==> src/rtl/fb_port_arbiter.sv <==
// Single-port framebuffer RAM arbiter: VGA scan-out reads take priority, CPU accesses
// fill the gaps, and a starvation counter forces a CPU grant by dropping a VGA read.
`timescale 1ns/1ps

module fb_port_arbiter #(
    parameter int ADDR_W       = 18,
    parameter int MEM_LAT      = 1,
    parameter int STARVE_LIMIT = 16
) (
    input  logic              clk,
    input  logic              reset_n,
    input  logic              vga_req,
    input  logic [ADDR_W-1:0] vga_addr,
    output logic [7:0]        vga_data,
    output logic              vga_valid,
    output logic              vga_miss,
    input  logic              cpu_req,
    input  logic              cpu_we,
    input  logic [ADDR_W-1:0] cpu_addr,
    input  logic [7:0]        cpu_wdata,
    output logic              cpu_gnt,
    output logic [7:0]        cpu_rdata,
    output logic              cpu_rvalid,
    output logic [ADDR_W-1:0] mem_addr,
    output logic              mem_we,
    output logic [7:0]        mem_wdata,
    input  logic [7:0]        mem_rdata,
    output logic [15:0]       miss_count
);

    typedef enum logic [1:0] {IDLE, VGA, CPU, FORCE} state_t;
    typedef enum logic [1:0] {TAG_NONE, TAG_VGA, TAG_CPU} tag_t;

    localparam logic [7:0] LIMIT = 8'(STARVE_LIMIT);

    state_t     state;
    state_t     decision;
    logic [7:0] starve;
    tag_t       tag_issue;
    tag_t       tag_pipe [MEM_LAT];
    logic [7:0] vga_hold;
    logic [7:0] cpu_hold;

    always_comb begin
        // NOTE: assign a default before any branch so no path leaves the signal unassigned and infers a latch.
        decision = IDLE;
        if (cpu_req && starve == LIMIT) decision = FORCE;
        else if (vga_req)                decision = VGA;
        else if (cpu_req)                decision = CPU;
    end

    // The requester must see grant/miss in the decision cycle itself, so these are
    // combinational; gating with reset_n keeps them low while reset is asserted.
    assign cpu_gnt  = reset_n && (decision == CPU || decision == FORCE);
    assign vga_miss = reset_n && decision == FORCE && vga_req;

    // Owner of the access currently on the RAM bus; CPU writes return nothing.
    always_comb begin
        tag_issue = TAG_NONE;
        if (state == VGA)
            tag_issue = TAG_VGA;
        else if ((state == CPU || state == FORCE) && !mem_we)
            tag_issue = TAG_CPU;
    end

    assign vga_valid  = tag_pipe[MEM_LAT-1] == TAG_VGA;
    assign cpu_rvalid = tag_pipe[MEM_LAT-1] == TAG_CPU;
    assign vga_data   = vga_valid  ? mem_rdata : vga_hold;
    assign cpu_rdata  = cpu_rvalid ? mem_rdata : cpu_hold;

    always_ff @(posedge clk or negedge reset_n) begin
        if (!reset_n) begin
            state      <= IDLE;
            starve     <= '0;
            miss_count <= '0;
            mem_addr   <= '0;
            mem_we     <= 1'b0;
            mem_wdata  <= '0;
            vga_hold   <= '0;
            cpu_hold   <= '0;
            // NOTE: unlike a data array, the tag pipe is reset so reads in flight at reset never raise a valid.
            for (int i = 0; i < MEM_LAT; i++) tag_pipe[i] <= TAG_NONE;
        end else begin
            // NOTE: non-blocking assignments so every register samples pre-edge values, independent of statement order.
            state <= decision;

            case (decision)
                VGA: begin
                    mem_addr <= vga_addr;
                    mem_we   <= 1'b0;
                end
                CPU, FORCE: begin
                    mem_addr  <= cpu_addr;
                    mem_we    <= cpu_we;
                    mem_wdata <= cpu_wdata;
                end
                IDLE: mem_we <= 1'b0;
                default: mem_we <= 1'b0;
            endcase

            if (!cpu_req || cpu_gnt)
                starve <= '0;
            else if (starve != LIMIT)
                starve <= starve + 8'd1;

            if (vga_miss && miss_count != 16'hFFFF)
                miss_count <= miss_count + 16'd1;

            tag_pipe[0] <= tag_issue;
            for (int i = 1; i < MEM_LAT; i++) tag_pipe[i] <= tag_pipe[i-1];

            if (vga_valid)  vga_hold <= mem_rdata;
            if (cpu_rvalid) cpu_hold <= mem_rdata;
        end
    end

endmodule
==> config.mk <==
export PLATFORM = sky130hd
export DESIGN_NAME = fb_port_arbiter
export DESIGN_NICKNAME = d
export VERILOG_FILES = /design/src/rtl/fb_port_arbiter.sv
export SDC_FILE = /design/constraint.sdc
export NUM_CORES = 1
export LEC_CHECK = 0
export ABC_AREA = 1
export CORE_MARGIN = 2
export CORE_UTILIZATION = 50
export CTS_CLUSTER_SIZE = 20
export DETAILED_ROUTE_END_ITERATION = 8
export GPL_ROUTABILITY_DRIVEN = 0
export GPL_TIMING_DRIVEN = 0
export HOLD_SLACK_MARGIN = 0.06
export PLACE_DENSITY = 0.83
export SLEW_MARGIN = 10
export SYNTH_ARGS = -nofsm -noshare
export SYNTH_HDL_FRONTEND = slang
export SYNTH_SLANG_ARGS = --single-unit
==> constraint.sdc <==
create_clock -name clk -period 4.2 [get_ports clk]
set_input_delay 0.63 -clock clk [delete_from_list [all_inputs] [get_ports clk]]
set_output_delay 0.63 -clock clk [all_outputs]
set_load 0.02 [all_outputs]
Word-level counts from Yosys, hierarchy flattened
Index checks and enable logic that the tools add are counted.
{"block": "word_totals", "mem_count": 0, "out_inout_bits": 63, "romBits": 0, "ramBits": 0, "in_bits": 57, "elab_cells": 49, "regBits": 71, "latch_bits": 0}
{"block": "classes", "magnitude_cmp": 0, "bitwise": 0, "addsub": 2, "shifts": 0, "n_mux": 11, "eq_ne": 11, "div": 0, "reduce_logical": 16, "multipliers": 0}
{"operator": "$pmux W18 S2", "count": 1}
{"operator": "$mux W8", "count": 4}
{"operator": "$add A16 B1 Y16 const B", "count": 1}
{"operator": "$ne A16 B16 Y1 const B", "count": 1}
{"operator": "$eq A2 B2 Y1 const B", "count": 5}
{"operator": "$mux W2", "count": 5}
{"operator": "$add A8 B1 Y8 const B", "count": 1}
{"operator": "$eq A8 B5 Y1 const B", "count": 1}
{"operator": "$ne A8 B5 Y1 const B", "count": 1}
{"operator": "$eq A2 B1 Y1 const B", "count": 3}
{"operator": "$logic_and A1 B1 Y1", "count": 6}
{"operator": "$reduce_bool A2 Y1", "count": 2}
{"operator": "$reduce_or A2 Y1", "count": 2}
{"operator": "$logic_or A1 B1 Y1", "count": 3}
{"operator": "$logic_not A1 Y1", "count": 2}
{"operator": "$logic_not A2 Y1", "count": 1}
{"operator": "$pmux W1 S2", "count": 1}

Logic depth before layout (Yosys ltp)
Gate-level depths: netlist of the first run.
{"block": "logic_depth", "ltp_word": 8, "mapped_depth": 11, "mapped_depth_nobuf": 10}

Least setup slack after synthesis of the first run
Ideal clock, no wire load.
{"block": "synth_timing", "path_type": "register to output", "from": "register tag_pipe[1] (netlist bit)", "to": "output port vga_data[0]", "path_buffers": 1, "required_ns": 3.570, "t_arrival_ns": 1.610, "path_slack_ns": 1.960, "stages_incl_launch_ff": 5, "path_cell_list": "dfrtp_1 > nor2_1 > inv_1 > clkbuf_1 > o21ai_0"}
{"block": "synth_via", "elab_chain_cells": 2}
{"item": "from (decl)", "line_no": "40", "source": "tag_t tag_pipe [MEM_LAT];"}
{"item": "$eq A2 B1 Y1", "line_no": "66", "source": "assign vga_valid = tag_pipe[MEM_LAT-1] == TAG_VGA;"}
{"item": "via vga_valid", "line_no": "15", "source": "output logic vga_valid,"}
{"item": "$mux W8"}
{"item": "to (decl)", "line_no": "14", "source": "output logic [7:0] vga_data,"}
The timed path passes the listed nets, and every way through them passes these cells.

Worst setup path after layout of the first run
{"block": "layout_timing", "from": "input port vga_req", "to": "output port cpu_gnt"}
{"block": "layout_via", "elab_chain_cells": 5, "word_cells_on_any_way": 6, "cone_classes": "eq/ne: 2; mux: 2; reduce/logical: 2"}
{"item": "from (decl)", "line_no": "12", "source": "input logic vga_req,"}
{"item": "$mux W2 *", "line_no": "48", "source": "else if (vga_req) decision = VGA;"}
{"item": "$mux W2 *", "line_no": "47", "source": "if (cpu_req && starve == LIMIT) decision = FORCE;"}
{"item": "$eq A2 B2 Y1", "line_no": "54", "source": "assign cpu_gnt = reset_n && (decision == CPU || decision == FORCE);"}
{"item": "$logic_or A1 B1 Y1 *", "line_no": "54"}
{"item": "$logic_and A1 B1 Y1 *", "line_no": "54"}
{"item": "to (decl)", "line_no": "21", "source": "output logic cpu_gnt,"}
Every way passes the cells marked *; elsewhere a longest branch is shown, timed or not.

==> key figures, run 1 <==
Worst setup path
  – Slowest CP cell: clkdlybuf4s50_1
  – CP startpoint kind: input port
  – Crit path from: vga_req
  – R2R Path Start: miss_count[0]
  – CP endpoint kind: output pin
  – Critical Path Fanout Max: 10
  – R2R Setup Slk: 2.38 ns
  – Reg-to-Reg End: miss_count[15]
  – CP cell instances: clkdlybuf4s50_1 -> inv_2 -> nand2_1 -> nand2_4 -> buf_8 -> nand2_1 -> inv_1 -> clkdlybuf4s50_1
  – Req. time, crit path: 3.57 ns
  – WS Path Type: input port to output pin
  – Arrival @ worst endpoint: 2.52 ns
  – Worst path bufs/invs: 5
  – CP delay by family, top: buffers and inverters
  – CP max stage delay: 0.59 ns
  – Reg2Reg Depth: 8

Clock network
  – CTS Sinks: 71
  – Post-CTS setup buffer count: 0
  – TritonCTS Buffers: 9
  – Skew-Pair Late Insertion Delay: 0.35 ns
  – Root Buffer: clkbuf_8
  – Post-CTS sizing: 0
  – Clock Tree Buf Depth: 2
  – CTS tree: built
  – Clock-pin transition on the worst setup and hold timing paths: 0.07 ns
  – H-tree Lvls: 3
  – CTS Hold Bufs: 0

Drt
  – Final WL: 9217 µm
  – Post-detailed-route count of antenna-violating nets: 0
  – DRC: 0
  – Vias: 3,584
  – Drt first pass iters: 4
  – DR WL/cell: 12.64 µm
  – Vias per cell: 4.916
  – Initial DRC count: 148

Die
  – # IOs: 120
  – Core Area: 0.007253 mm²
  – Die Height: 90.67 µm
  – Std-Cell Rows: 31
  – Initial Util: 51.79%
  – Die width: 90.67 µm
  – Die area: 0.008221 mm²

STA
  – Worst-Margin Slew: 0.4519 ns
  – Fin crit period: 3.151 ns
  – Clk_skew: 0.007889 ns
  – Hold WS: 0.2205 ns
  – RSZ-0062 raised after global routing: no
  – Endpoints failing hold: 0
  – Endpoints failing setup: 0
  – Slew Viols, Final: 0
  – Crit share post-route: 75.03%
  – Max_slew headroom: 69.87%
  – Max Freq: 317.3 MHz
  – Min setup slack post-route: 1.049 ns

Synthesis
  – Area share of the largest cell type after synthesis: 47.30%
  – FF+latch count, synth: 71
  – Asr flop ratio synth: 100.0%
  – Synthesized instance count: 494
  – Most instantiated cells after synthesis: 194 x nand2_1, 73 x inv_1, 71 x dfrtp_1
  – Synthesized area: 0.003756 mm²
  – Synth top area cells: dfrtp_1 47%, nand2_1 19%, inv_1 7.3%, nand3_1 2.9%, o211ai_1 2.8%
  – Synth unique cells: 26
  – Synth Flop Type: dfrtp_1
  – Mean Syn Cell Area: 7.603 µm²
  – YS warnings: 0
  – EDFF count, synth: 0
  – Syn nets: 554
  – Synth area leader: dfrtp_1
  – Count leader, synth: nand2_1
  – Sequential share of the synthesized area: 47.30%

Placement
  – PortBufs: 119
  – Placed instance count: 713
  – Pre-CTS setup slack: 1.049 ns
  – HPWL Detailed: 6953 µm
  – Post-Place Cell Area: 0.005089 mm²

Final layout
  – Final cell count without fillers: 729
  – Synthesis-to-layout area growth: 41.97%
  – Post-route design area: 0.005333 mm²
  – Filler cells: 546
  – Layout net count: 685
  – Final Util: 73.52%
  – Share of cells above drive strength 1: 9.365%
  – Ant. Diodes: 0

Power
  – Power Dens Cells: 341.8 mW/mm²
  – VDD IR max: 0.0001548 V
  – Lkg Pwr: 2.649 nW

Job
  – Max cap viols: 0

Global routing
  – Overall global routing resource usage: 23.70%
  – GR Overflow Total: 0
  – Largest net degree at the start of global routing: 44
  – Vias in the first global route: 3,442
  – First-pass GRT wire length: 15,730 µm
  – Antenna violations before repair: 0

Min path
  – HP Class: input port to asynchronous set/reset pin

Status
  – Status: finished clean
worst max-delay path by stage:
stage          slack (ns)  cells past startpoint           to
2_1_floorplan        1.96                      4  vga_data[0]
3_3_place_gp        -1.17                      4     vga_miss
3_5_place_dp         1.05                      8      cpu_gnt
4_1_cts              1.04                      8      cpu_gnt
5_1_grt              0.95                      8      cpu_gnt
6_report             1.05                      8      cpu_gnt
layer usage:
| metal | vias up | global-route usage (%) | part of all wire, % |
|---|---|---|---|
| met1 | 1637 | 29.79 | 42 |
| met5 | - | 0 | 0 |
| met4 | 0 | 7.308 | 1.2 |
| li1 | 1782 | - | - |
| met2 | 152 | 39.74 | 49 |
| met3 | 13 | 6.678 | 7.5 |
cells by family (layout without fill, tap and decap cells):
family                   count (synthesis)  after routing  share of synthesized area, %
AO/OA/AOI/OAI                           37             37                         6.163
flip-flops                              71             71                         47.30
buffers and inverters                   91            227                         10.29
AND/OR/NAND/NOR                        281            281                         32.68
adder cells (fa/ha/maj)                  3              3                        0.9994
XOR/XNOR                                11             11                         2.565
placed cells by master (no fill, tap or decap), types with 4 or more instances in the layout:
cell type and count:
nand2_1 194, nand3_1 22, clkdlybuf4s50_1 118, o211ai_1 14
inv_2 4, xor2_1 8, nand4_1 10, nor2_2 7
clkbuf_1 4, buf_2 5, nand2_2 13, clkbuf_8 9
inv_1 73, o21ai_0 20, nor2_1 27, dfrtp_1 71
layout make-up:
type / instances / area, µm² / area share [%]
multi-input combinational: 332 / 1593 / 29.87
inverter: 78 / 294.0 / 5.514
buffer: 13 / 92.59 / 1.736
tap: 99 / 123.9 / 2.323
clock inverter: 7 / 120.1 / 2.252
sequential: 71 / 1777 / 33.32
timing repair buffer: 120 / 1209 / 22.67
clock buffer: 9 / 123.9 / 2.323
metrics by stage:
step           setup TNS [ns]  total power [mW]
6_report                    0             1.823
3_3_place_gp           -14.16             1.162
3_5_place_dp                0             1.171
2_1_floorplan               0            0.9570
5_1_grt                     0             1.904
4_1_cts                     0             1.842
flip-flops by register name, summed over array words and instances, names as in the netlist:
signal and flops:
mem_addr 18, vga_hold 8, state 2, miss_count 16
starve 8, tag_pipe 2, mem_we 1, cpu_hold 8
mem_wdata 8
report_power, final:
group          internal, mW  switching [mW]
Clock                 0.396           0.271
Combinational         0.186           0.200
Sequential            0.742          0.0271
(Power assumes the default switching activity.)
==> run 2: changes to the inputs <==
--- a/config.mk
+++ b/config.mk
@@ -7,13 +7,13 @@
 export LEC_CHECK = 0
 export ABC_AREA = 1
 export CORE_MARGIN = 2
-export CORE_UTILIZATION = 50
+export CORE_UTILIZATION = 42
 export CTS_CLUSTER_SIZE = 20
 export DETAILED_ROUTE_END_ITERATION = 8
 export GPL_ROUTABILITY_DRIVEN = 0
 export GPL_TIMING_DRIVEN = 0
 export HOLD_SLACK_MARGIN = 0.06
-export PLACE_DENSITY = 0.83
+export PLACE_DENSITY = 0.74
 export SLEW_MARGIN = 10
 export SYNTH_ARGS = -nofsm -noshare
 export SYNTH_HDL_FRONTEND = slang
==> constraint.sdc (replaced) <==
create_clock -name clk -period 2.8 [get_ports clk]
set_input_delay 0.42 -clock clk [delete_from_list [all_inputs] [get_ports clk]]
set_output_delay 0.42 -clock clk [all_outputs]
set_load 0.02 [all_outputs]
==> key figures, run 2 (same netlist as run 1, synthesis figures left out) <==
Placement
  – Pre-CTS setup slack: 0.02777 ns (was 1.049 ns)
  – HPWL Detailed: 6813 µm (was 6953 µm)
  – PortBufs: 119 (unchanged)
  – Post-Place Cell Area: 0.005107 mm² (was 0.005089 mm²)

Worst setup path
  – R2R Setup Slk: 1.02 ns (was 2.38 ns)
  – Reg2Reg Depth: 8 (unchanged)
  – Worst setup path endpoint: vga_data[6] (was cpu_gnt)
  – CP startpoint kind: flop (was input port)
  – Reg-to-Reg End: miss_count[13] (was miss_count[15])
  – CP cell instances: inv_1 -> nor2_1 -> inv_1 -> clkbuf_1 -> nand2_1 -> o21ai_0 -> clkdlybuf4s50_1 (was clkdlybuf4s50_1 -> inv_2 -> nand2_1 -> nand2_4 -> buf_8 -> nand2_1 -> inv_1 -> clkdlybuf4s50_1)
  – Req. time, crit path: 2.38 ns (was 3.57 ns)
  – CP endpoint kind: output pin (unchanged)
  – CP max stage delay: 0.66 ns (was 0.59 ns)
  – Slowest CP cell: clkdlybuf4s50_1 (unchanged)
  – Crit path from: tag_pipe[0] (was vga_req)
  – Most used cell, CP: inv_1
  – Arrival @ worst endpoint: 2.23 ns (was 2.52 ns)
  – R2R Path Start: miss_count[0] (unchanged)
  – Critical Path Fanout Max: 10 (unchanged)
  – WS Path Type: flop to output pin (was input port to output pin)

Die
  – Die area: 0.009715 mm² (was 0.008221 mm²)
  – Std-Cell Rows: 34 (was 31)
  – Core Area: 0.008678 mm² (was 0.007253 mm²)
  – Die width: 98.57 µm (was 90.67 µm)
  – Die Height: 98.57 µm (was 90.67 µm)
  – # IOs: 120 (unchanged)
  – Initial Util: 43.28% (was 51.79%)

Drt
  – DRC: 0 (unchanged)
  – Final WL: 9284 µm (was 9217 µm)
  – Metal2 WL: 4333 µm (was 4499 µm)
  – Met3 WL post-DR: 729 µm (was 691 µm)
  – Vias: 3,510 (was 3,584)
  – Vias per cell: 4.737 (was 4.916)
  – Drt first pass iters: 4 (unchanged)
  – Initial DRC count: 139 (was 148)
  – Post-detailed-route count of antenna-violating nets: 0 (unchanged)
  – Post-Route M1 WL: 4124 µm (was 3917 µm)
  – DR WL/cell: 12.53 µm (was 12.64 µm)
  – Top Metal Used: met4 (unchanged)

Clock network
  – Clock Tree Buf Depth: 2 (unchanged)
  – Skew-Pair Late Insertion Delay: 0.35 ns (about the same)
  – Root Buffer: clkbuf_8 (unchanged)
  – CTS tree: built (unchanged)
  – Post-CTS setup buffer count: 0 (unchanged)
  – H-tree Lvls: 3 (unchanged)
  – CTS Sinks: 71 (unchanged)
  – Clock-pin transition on the worst setup and hold timing paths: 0.08 ns (was 0.07 ns)
  – TritonCTS Buffers: 9 (unchanged)

Power
  – Int Pwr: 1.894 mW (was 1.325 mW)
  – Switching power: 723.5 µW (was 497.7 µW)
  – Sw Ratio: 27.64% (was 27.31%)
  – VDD IR max: 0.0002568 V (was 0.0001548 V)
  – Lkg Pwr: 2.663 nW (was 2.649 nW)
  – Combinational Power Share: 22.4% (was 21.2%)
  – Clock power frac: 33.5% (was 36.6%)
  – Power Dens Cells: 487.6 mW/mm² (was 341.8 mW/mm²)
  – Sequential cell fraction of total power: 44.1% (was 42.2%)
  – Pwr Total: 2.618 mW (was 1.823 mW)

Final layout
  – Largest registers: mem_addr: 18 flops, miss_count: 16 flops (unchanged)
  – Synthesis-to-layout area growth: 42.94% (was 41.97%)
  – Share of cells above drive strength 1: 9.479% (was 9.365%)
  – Most frequent cells in the layout: 194 x nand2_1, 117 x clkdlybuf4s50_1, 73 x inv_1, 71 x dfrtp_1, 26 x nor2_1 (was 194 x nand2_1, 118 x clkdlybuf4s50_1, 73 x inv_1, 71 x dfrtp_1, 27 x nor2_1)
  – Post-route design area: 0.005369 mm² (was 0.005333 mm²)
  – Commonest non-fill, non-tap cell in the layout: nand2_1 (unchanged)
  – Ant. Diodes: 0 (unchanged)
  – Layout net count: 689 (was 685)
  – Max reg flops: 18 (unchanged)
  – Filler cells: 802 (was 546)
  – Final Util: 61.87% (was 73.52%)
  – Largest Register: mem_addr (unchanged)

Job
  – Max cap viols: 0 (unchanged)

Global routing
  – Largest net degree at the start of global routing: 34 (was 44)
  – Overall global routing resource usage: 20.33% (was 23.70%)
  – Vias in the first global route: 3,441 (was 3,442)
  – Antenna violations before repair: 0 (unchanged)
  – GR Overflow Total: 0 (unchanged)
  – First-pass GRT wire length: 16,040 µm (was 15,730 µm)

STA
  – Endpoints failing hold: 0 (unchanged)
  – Crit share post-route: 94.65%
  – Endpoints failing setup: 0 (unchanged)
  – Worst-Margin Slew: 0.9335 ns (was 0.4519 ns)
  – Hold WS: 0.1598 ns (was 0.2205 ns)
  – Min setup slack post-route: 0.1498 ns (was 1.049 ns)
  – Clk_skew: 0.009364 ns (was 0.007889 ns)
  – Max_slew headroom: 37.56% (was 69.87%)
  – Max Freq: 377.3 MHz
  – Fin crit period: 2.650 ns
  – RSZ-0062 raised after global routing: no (unchanged)
  – Slew Viols, Final: 0 (unchanged)

Status
  – Status: finished clean (unchanged)

Min path
  – HP Class: input port to asynchronous set/reset pin (unchanged)
## run 2: cell types whose count changed in the layout (fill, tap and decap cells not counted), sizes merged
cell,previous run,this run
clkinv,3,4
dlygate4sd2,0,1
inv,78,77
dlygate4sd3,0,3
clkdlybuf4s50,118,117
buf,11,12
bufinv,3,2
## run 2: worst min-delay path by stage
stage | cells past startpoint | slack (ns) | end
after global routing | 3 | 0.18 | starve[7]
final | 3 | 0.16 | miss_count[6]
after detailed placement | 1 | 0.34 | cpu_hold[7]
after global placement | 1 | 0.42 | tag_pipe[0]
after floorplan | 0 | 0.12 | cpu_hold[0]
after CTS | 3 | 0.16 | miss_count[6]
## run 2: worst max-delay path, delay by kind of cell, from the launching register on
kind | cells | cell delay (ns)
compound gates | 1 | 0.14
flops | 1 | 0.36
simple gates | 2 | 0.13
buf+inv | 4 | 1.26
## run 2: timing repair
item,in CTS,in global routing
endpoints found under the setup margin,1,2
cloned,0,0
hold endpoints to repair,20,0
gates resized for setup,1,2
hold buffers,4,0
## run 2: power by group through the flow
stage               logic (mW)  clock network, mW  registers, mW
floorplan                0.213                  0           1.22
global placement         0.573                  0           1.17
detailed placement       0.585                  0           1.17
CTS                      0.594              0.901           1.15
global route             0.641              0.940           1.17
finish                   0.587              0.877           1.15
## run 2: final cells by class
| class | instances | area, µm² | area share (%) |
|---|---|---|---|
| Sequential cell | 71 | 1777 | 33.09 |
| Multi-Input combinational cell | 332 | 1595 | 29.71 |
| Timing Repair Buffer | 124 | 1265 | 23.56 |
| Inverter | 78 | 294.0 | 5.477 |
| Tap cell | 108 | 135.1 | 2.517 |
| Clock buffer | 9 | 123.9 | 2.307 |
| Buffer | 13 | 92.59 | 1.725 |
| Clock inverter | 6 | 86.33 | 1.608 |
## run 2: routing by layer
metal  vias up  global-route usage [%]
met5         -                       0
met4         0                   6.112
met3        10                   6.028
met2       118                   33.59
met1      1593                   25.92
li1       1789                       -
## run 2: through the flow
stage	std cells	setup TNS (ns)
detailed placement	722	0
global route	741	0
CTS	741	0
finish	741	0
floorplan	494	0
global placement	721	-137.81
